===== src/rtl/lz_pkg.sv =====
// Shared leading-zero index definitions for the encoder and expander sides.
// Both sides must agree that count == LZ_W means "no bit set".
package lz_pkg;

    localparam int unsigned LZ_W  = 32;
    localparam int unsigned LZ_CW = $clog2(LZ_W) + 1;

    typedef enum logic {
        LZX_ACC,
        LZX_HOLD
    } lzx_state_e;

    // Count n selects bit (LZ_W-1-n); counts at or beyond LZ_W yield an empty mask.
    function automatic logic [LZ_W-1:0] lz_onehot(input logic [LZ_CW-1:0] count);
        logic [LZ_W-1:0] mask;
        mask = '0;
        if (count < LZ_CW'(LZ_W)) begin
            mask = {{(LZ_W-1){1'b0}}, 1'b1} << (LZ_CW'(LZ_W - 1) - count);
        end
        return mask;
    endfunction

endpackage


===== src/rtl/lz_bitmap_expander_if.sv =====
// Token input stream and assembled-word output stream of the bitmap expander.
interface lz_bitmap_expander_if
    import lz_pkg::*;
#(
    parameter int unsigned W = LZ_W
);
    localparam int unsigned CW = $clog2(W) + 1;

    logic          in_valid;
    logic          in_ready;
    logic [CW-1:0] in_count;
    logic          in_last;
    logic          out_valid;
    logic          out_ready;
    logic [W-1:0]  out_bitmap;
    logic [CW-1:0] out_ntok;
    logic          out_dup;
    logic          out_range;

    modport master (
        output in_valid, in_count, in_last, out_ready,
        input  in_ready, out_valid, out_bitmap, out_ntok, out_dup, out_range
    );

    modport slave (
        input  in_valid, in_count, in_last, out_ready,
        output in_ready, out_valid, out_bitmap, out_ntok, out_dup, out_range
    );

endinterface


===== src/rtl/lz_bitmap_expander_decode.sv =====
// Combinational decode of one leading-zero count into a one-hot mask plus range flag.
module lz_decode #(
    parameter int unsigned W  = 32,
    parameter int unsigned CW = $clog2(W) + 1
) (
    input  logic [CW-1:0] count_i,
    output logic [W-1:0]  onehot_o,
    output logic          range_o
);

    always_comb begin
        onehot_o = '0;
        range_o  = 1'b0;
        if (count_i < CW'(W)) begin
            onehot_o = {{(W-1){1'b0}}, 1'b1} << (CW'(W - 1) - count_i);
        end else if (count_i > CW'(W)) begin
            range_o = 1'b1;
        end
    end

endmodule


===== src/rtl/lz_bitmap_expander.sv =====
// Rebuilds a W-bit occupancy bitmap by OR-accumulating leading-zero count tokens;
// the word is released on the token flagged last.
module lz_bitmap_expander
    import lz_pkg::*;
#(
    parameter int unsigned W = LZ_W
) (
    input  logic                 clk,
    input  logic                 nreset,
    lz_bitmap_expander_if.slave  bus
);

    localparam int unsigned CW = $clog2(W) + 1;

    lzx_state_e    state_q, state_d;
    logic [W-1:0]  acc_q, acc_d;
    logic [CW-1:0] ntok_q, ntok_d;
    logic          dup_q, dup_d;
    logic          rng_q, rng_d;
    logic [W-1:0]  obm_q, obm_d;
    logic [CW-1:0] ontok_q, ontok_d;
    logic          odup_q, odup_d;
    logic          orng_q, orng_d;

    logic          in_ready;
    logic          accept;
    logic [W-1:0]  onehot;
    logic          rng_tok;
    logic [W-1:0]  acc_upd;
    logic [CW-1:0] ntok_upd;
    logic          dup_upd;
    logic          rng_upd;

    lz_decode #(.W(W), .CW(CW)) u_decode (
        .count_i  (bus.in_count),
        .onehot_o (onehot),
        .range_o  (rng_tok)
    );

    always_ff @(posedge clk) begin
        if (!nreset) begin
            state_q <= LZX_ACC;
        end else begin
            state_q <= state_d;
        end
    end

    always_comb begin
        state_d = state_q;
        case (state_q)
            LZX_ACC:  if (accept && bus.in_last) state_d = LZX_HOLD;
            LZX_HOLD: if (bus.out_ready) state_d = (accept && bus.in_last) ? LZX_HOLD : LZX_ACC;
            default:  state_d = LZX_ACC;
        endcase
    end

    always_comb begin
        in_ready      = (state_q == LZX_ACC) || bus.out_ready;
        bus.out_valid = (state_q == LZX_HOLD);
    end

    assign bus.in_ready = in_ready;
    assign accept       = bus.in_valid && in_ready;

    // The accumulator is cleared when a word is released, so a token arriving
    // during the HOLD handshake cycle lands in an empty word.
    assign acc_upd  = acc_q | onehot;
    assign dup_upd  = dup_q | (|(acc_q & onehot));
    assign rng_upd  = rng_q | rng_tok;
    assign ntok_upd = (ntok_q == '1) ? ntok_q : ntok_q + 1'b1;

    always_comb begin
        acc_d   = acc_q;
        ntok_d  = ntok_q;
        dup_d   = dup_q;
        rng_d   = rng_q;
        obm_d   = obm_q;
        ontok_d = ontok_q;
        odup_d  = odup_q;
        orng_d  = orng_q;
        if (accept) begin
            if (bus.in_last) begin
                obm_d   = acc_upd;
                ontok_d = ntok_upd;
                odup_d  = dup_upd;
                orng_d  = rng_upd;
                acc_d   = '0;
                ntok_d  = '0;
                dup_d   = 1'b0;
                rng_d   = 1'b0;
            end else begin
                acc_d   = acc_upd;
                ntok_d  = ntok_upd;
                dup_d   = dup_upd;
                rng_d   = rng_upd;
            end
        end
    end

    always_ff @(posedge clk) begin
        if (!nreset) begin
            acc_q   <= '0;
            ntok_q  <= '0;
            dup_q   <= 1'b0;
            rng_q   <= 1'b0;
            obm_q   <= '0;
            ontok_q <= '0;
            odup_q  <= 1'b0;
            orng_q  <= 1'b0;
        end else begin
            acc_q   <= acc_d;
            ntok_q  <= ntok_d;
            dup_q   <= dup_d;
            rng_q   <= rng_d;
            obm_q   <= obm_d;
            ontok_q <= ontok_d;
            odup_q  <= odup_d;
            orng_q  <= orng_d;
        end
    end

    assign bus.out_bitmap = obm_q;
    assign bus.out_ntok   = ontok_q;
    assign bus.out_dup    = odup_q;
    assign bus.out_range  = orng_q;

endmodule


===== src/flat_wrapper.sv =====
// flat-port wrapper written by rule: the top's interface ports become plain ports
module lz_bitmap_expander_flat import lz_pkg::*;
#(
    parameter int unsigned W = LZ_W
)
  (clk, nreset, bus_in_valid, bus_in_count, bus_in_last, bus_out_ready, bus_in_ready, bus_out_valid, bus_out_bitmap, bus_out_ntok, bus_out_dup, bus_out_range);
  lz_bitmap_expander_if #(.W(W)) bus_i ();
  input  logic clk;
  input  logic nreset;
  input wire logic [$bits(bus_i.in_valid)-1:0] bus_in_valid;
  input wire logic [$bits(bus_i.in_count)-1:0] bus_in_count;
  input wire logic [$bits(bus_i.in_last)-1:0] bus_in_last;
  input wire logic [$bits(bus_i.out_ready)-1:0] bus_out_ready;
  output wire logic [$bits(bus_i.in_ready)-1:0] bus_in_ready;
  output wire logic [$bits(bus_i.out_valid)-1:0] bus_out_valid;
  output wire logic [$bits(bus_i.out_bitmap)-1:0] bus_out_bitmap;
  output wire logic [$bits(bus_i.out_ntok)-1:0] bus_out_ntok;
  output wire logic [$bits(bus_i.out_dup)-1:0] bus_out_dup;
  output wire logic [$bits(bus_i.out_range)-1:0] bus_out_range;
  assign bus_i.in_valid = bus_in_valid;
  assign bus_i.in_count = bus_in_count;
  assign bus_i.in_last = bus_in_last;
  assign bus_i.out_ready = bus_out_ready;
  assign bus_in_ready = bus_i.in_ready;
  assign bus_out_valid = bus_i.out_valid;
  assign bus_out_bitmap = bus_i.out_bitmap;
  assign bus_out_ntok = bus_i.out_ntok;
  assign bus_out_dup = bus_i.out_dup;
  assign bus_out_range = bus_i.out_range;
  lz_bitmap_expander #(.W(W)) u_core (.clk(clk), .nreset(nreset), .bus(bus_i));
endmodule

===== config.mk =====
export PLATFORM = sky130hd
export DESIGN_NAME = lz_bitmap_expander_flat
export DESIGN_NICKNAME = d
export VERILOG_FILES = /design/src/rtl/lz_pkg.sv /design/src/rtl/lz_bitmap_expander_if.sv /design/src/rtl/lz_bitmap_expander_decode.sv /design/src/rtl/lz_bitmap_expander.sv /design/src/flat_wrapper.sv
export SDC_FILE = /design/constraint.sdc
export NUM_CORES = 1
export LEC_CHECK = 0
export BUFFER_PORTS_ARGS = -buffer_cell sky130_fd_sc_hd__clkbuf_2
export CAP_MARGIN = 20
export CELL_PAD_IN_SITES_DETAIL_PLACEMENT = 1
export CELL_PAD_IN_SITES_GLOBAL_PLACEMENT = 2
export CORE_UTILIZATION = 32
export DETAILED_ROUTE_END_ITERATION = 12
export GPL_TIMING_DRIVEN = 0
export PLACE_DENSITY = 0.82
export SLEW_MARGIN = 20
export SYNTH_ARGS = -nofsm -noshare
export SYNTH_HDL_FRONTEND = slang
export SYNTH_HIERARCHICAL = 1
export SYNTH_SLANG_ARGS = --single-unit

===== constraint.sdc =====
create_clock -name clk -period 1.94 [get_ports clk]
set_input_delay 0.194 -clock clk [delete_from_list [all_inputs] [get_ports clk]]
set_output_delay 0.194 -clock clk [all_outputs]
set_load 0.05 [all_outputs]

==> results by group <==
Power and ir drop
  • Power density of the placed cells: 924 nW/um^2
  • Leakage power figure: 1.53 nW
  • Peak ir drop on the vdd network: approximately 0.30 mV

Setup path
  • Delay-heaviest family, CP: simple AND/OR/NAND/NOR gates
  • Cell with the largest stage delay on the worst path: sky130_fd_sc_hd__clkbuf_1
  • Critical path startpoint: bus_in_count[3]
  • Crit-path most repeated cell: sky130_fd_sc_hd__nand3_1
  • Kind of end point of the critical path: flop
  • Crit path DAT: ~2.0 ns
  • Largest driver fanout on the critical path: 9
  • Crit path launch type: input port
  • Worst EP required: 2.17 ns
  • Total buffers and inverters traversed by the critical path: 2
  • CP Class: input port to flop
  • Crit-path cells: clkbuf_2 > or2_0 > clkbuf_1 > nor2_1 > a22oi_1 > nand3_1 > nor3_1 > nand3_1 > o21ba_2
  • Critical Path Max Stage Delay: 0.40 ns
  • Launching point of the worst reg2reg path: u_core/bus.out_valid

Cells and area
  • Antenna diodes: 0
  • Final instance count without filler cells: around 600
  • Number of nets in the layout: 477
  • Total non-filler cell area in the finished layout: around 3900 sq um
  • Share of layout cells above drive strength 1: roughly 18%
  • Layout-stage area growth over the synthesis result: 19.5%
  • Final Core Density: roughly two fifths
  • Filler cell count: 1215

Yosys
  • Net count of the mapped netlist: 416
  • Flop and latch count out of synthesis: 81
  • Portion of synthesized cell area occupied by the leading cell type: 49.5%
  • Ys flop type: sky130_fd_sc_hd__dfxtp_1
  • Unique cell type count in the Yosys netlist: 41
  • Sequential cell area fraction in the yosys report: 49.5%
  • Post-Syn Area: between 3000 and 4000 sq um
  • Synth Warn #: 6
  • Commonest cells in the synthesized netlist: 111 x sky130_fd_sc_hd__nor2_1, 81 x sky130_fd_sc_hd__dfxtp_1, 68 x sky130_fd_sc_hd__nor3_1
  • EDFF count, synth: 0
  • Dominant cell type by area after synthesis: sky130_fd_sc_hd__dfxtp_1
  • Mean post-synth cell area: 8.11 sq um
  • Most frequent cell after synthesis: sky130_fd_sc_hd__nor2_1
  • Cell types occupying the most area after synthesis: sky130_fd_sc_hd__dfxtp_1 50%, sky130_fd_sc_hd__nor2_1 13%, sky130_fd_sc_hd__nor3_1 10%
  • Fraction of registers with async set or reset after synthesis: 0%
  • Synthesized netlist cell count: 404

Timing
  • Number of hold violations in the final report: 0
  • Final critical delay including setup and external delays: 1.74 ns
  • Fmax: 0.575 GHz
  • Unrepaired setup endpoints after global routing: no
  • Hold Slack: 0.179 ns
  • Slew Limit Fails: 0
  • Setup-failing EPs final: 0
  • Final worst path period share: 89.6%
  • Final worst clock skew: 0.0118 ns
  • Setup TNS: 0 ns
  • Worst-case headroom to the max-slew limit: 60.4%
  • Worst-margin pin slew: 0.594 ns

Clock network
  • TritonCTS clock tree: done
  • Max Root-Sink Buffers: 2
  • Number of clock sinks seen by CTS: 81
  • Count of cells resized by post-cts repair: 0
  • Clk root buf: sky130_fd_sc_hd__clkbuf_8
  • Total clock buffers created by CTS: 9
  • H-tree depth reported by CTS: 3
  • Clock slew at the register clock pins of the worst setup and hold paths: 0.08 ns
  • Source-to-sink clock delay at the later pin of the worst-skew pair: ~0.34 ns
  • Post CTS Setup Buffer Count: 0
  • Hold-fix buffers at CTS: 0

Floorplanning
  • Area of the die: 10600 sq um
  • Area of the core region: approximately 10000 sq um
  • Initial core utilization: between 30% and 40%
  • Die Width: 103 microns
  • Overall die height: ~100 microns
  • Top-level port count: 53
  • Number of placement rows: 36

Drt
  • Via count: 3063
  • Post-Route WL: 9580 microns
  • Initial drt markers: 113
  • First-pass detailed-route iteration total: 4
  • Wirelength per Cell: 15.9 microns
  • Post-detailed-route DRC marker count: 0
  • Ratio of routed vias to standard cells: 5.08
  • Detail Route Antenna Nets: 0

Hold path
  • Worst hold start: nreset
  • Hold/Removal Path Class: input port to flop

Global routing
  • Global routing usage summed across all routing layers: 19.2%
  • Wire length of the first global-routing pass: roughly 15000 microns
  • Number of global-route vias before repair: 2855
  • Initial antenna violation count: 0
  • Gr ovfl total: 0
  • Maximum number of pins on one net before global-route repair: 13

Outcome
  • Status: finished, final reports clean

Place
  • Placed instance area: 3690 sq um
  • Number of port buffers: 50
  • Count of placed standard cells including taps: 587
  • Dpl hpwl: 7090 microns
  • Final weighted congestion of routability-driven global placement: 0.804

Flow run
  • MaxCap Viol Count: 0
-- power breakdown --
group,total [mW],switching (mW),internal [mW]
Combinational,0.495,0.376,0.119
Sequential,1.75,0.0306,1.72
Clock,1.38,0.576,0.799
Total,3.62,0.983,2.63
-- registers in the layout, summed over array words and instances (netlist names) --
register	count
u_core/acc_q	32
u_core/rng_q	1
u_core/bus.out_range	1
u_core/bus.out_ntok	6
u_core/bus.out_bitmap	32
u_core/ntok_q	6
u_core/dup_q	1
u_core/bus.out_valid	1
u_core/bus.out_dup	1
-- layout make-up --
cell class,count,area [sq um],share of cell area (%)
plain buffers,24,115,2.94
clock buffers,14,163,4.15
clock inverters,2,60.1,1.53
inverters,1,3.75,0.0959
multi-input cells,298,1540,39.2
flip-flops and latches,81,1620,41.4
well taps,133,166,4.25
repair buffers,50,250,6.39
-- cell usage in the layout, fill, tap and decap left out, drive strengths merged, types with 3 or more instances in the layout --
| master | synthesis | layout |
|---|---|---|
| a21oi | 40 | 40 |
| dfxtp | 81 | 81 |
| nand4bb | 3 | 3 |
| nor2 | 111 | 111 |
| nand2b | 5 | 5 |
| clkbuf | 11 | 75 |
| nor3b | 3 | 3 |
| nand3 | 6 | 6 |
| or4b | 3 | 3 |
| o21ai | 4 | 4 |
| nand2 | 11 | 11 |
| nor3 | 68 | 68 |
| and3 | 3 | 3 |
| buf | 13 | 13 |
| and2 | 3 | 3 |
| a22oi | 14 | 14 |
-- worst min-delay path, stage by stage --
cell	delay [ns]
sky130_fd_sc_hd__buf_2	0.15
sky130_fd_sc_hd__o21ai_0	0.09
sky130_fd_sc_hd__a31oi_1	0.04
-- worst paths after layout --
check	slack (ns)	end	depth (start not counted)
min reg2reg	0.47	u_core/bus.out_ntok[0]	2
min	0.18	u_core/bus.out_ntok[3]	3
max	0.20	u_core/bus.out_dup	9
max reg2reg	0.37	u_core/acc_q[31]	5
-- kinds of logic (layout without fill, tap and decap cells) --
kind of cell	count (synthesis)	after routing	share of synthesized area, %
AO/OA/AOI/OAI	68	68	12.5
XOR/XNOR	2	2	0.535
adder cells (fa/ha/maj)	1	1	0.382
buffers and inverters	25	91	3.63
flip-flops	81	81	49.5
multiplexers	2	2	0.611
AND/OR/NAND/NOR	225	225	32.9
-- metal layers --
metal	global-route usage (%)	wire, microns	up-vias
met2	31.1	4440	66
met3	3.02	322	10
li1	-	-	1537
met1	26.1	4690	1450
met5	0	0	-
met4	6.18	123	0
-- metrics by stage --
step / power, mW / setup slack, ns
after floorplan: 2.14 / 0.221
after global placement: 2.28 / -0.0880
after detailed placement: 2.29 / -0.104
after CTS: 3.67 / 0.246
after global routing: 3.80 / 0.132
final: 3.62 / 0.202
Note: power is estimated with default switching activity, not from simulation.
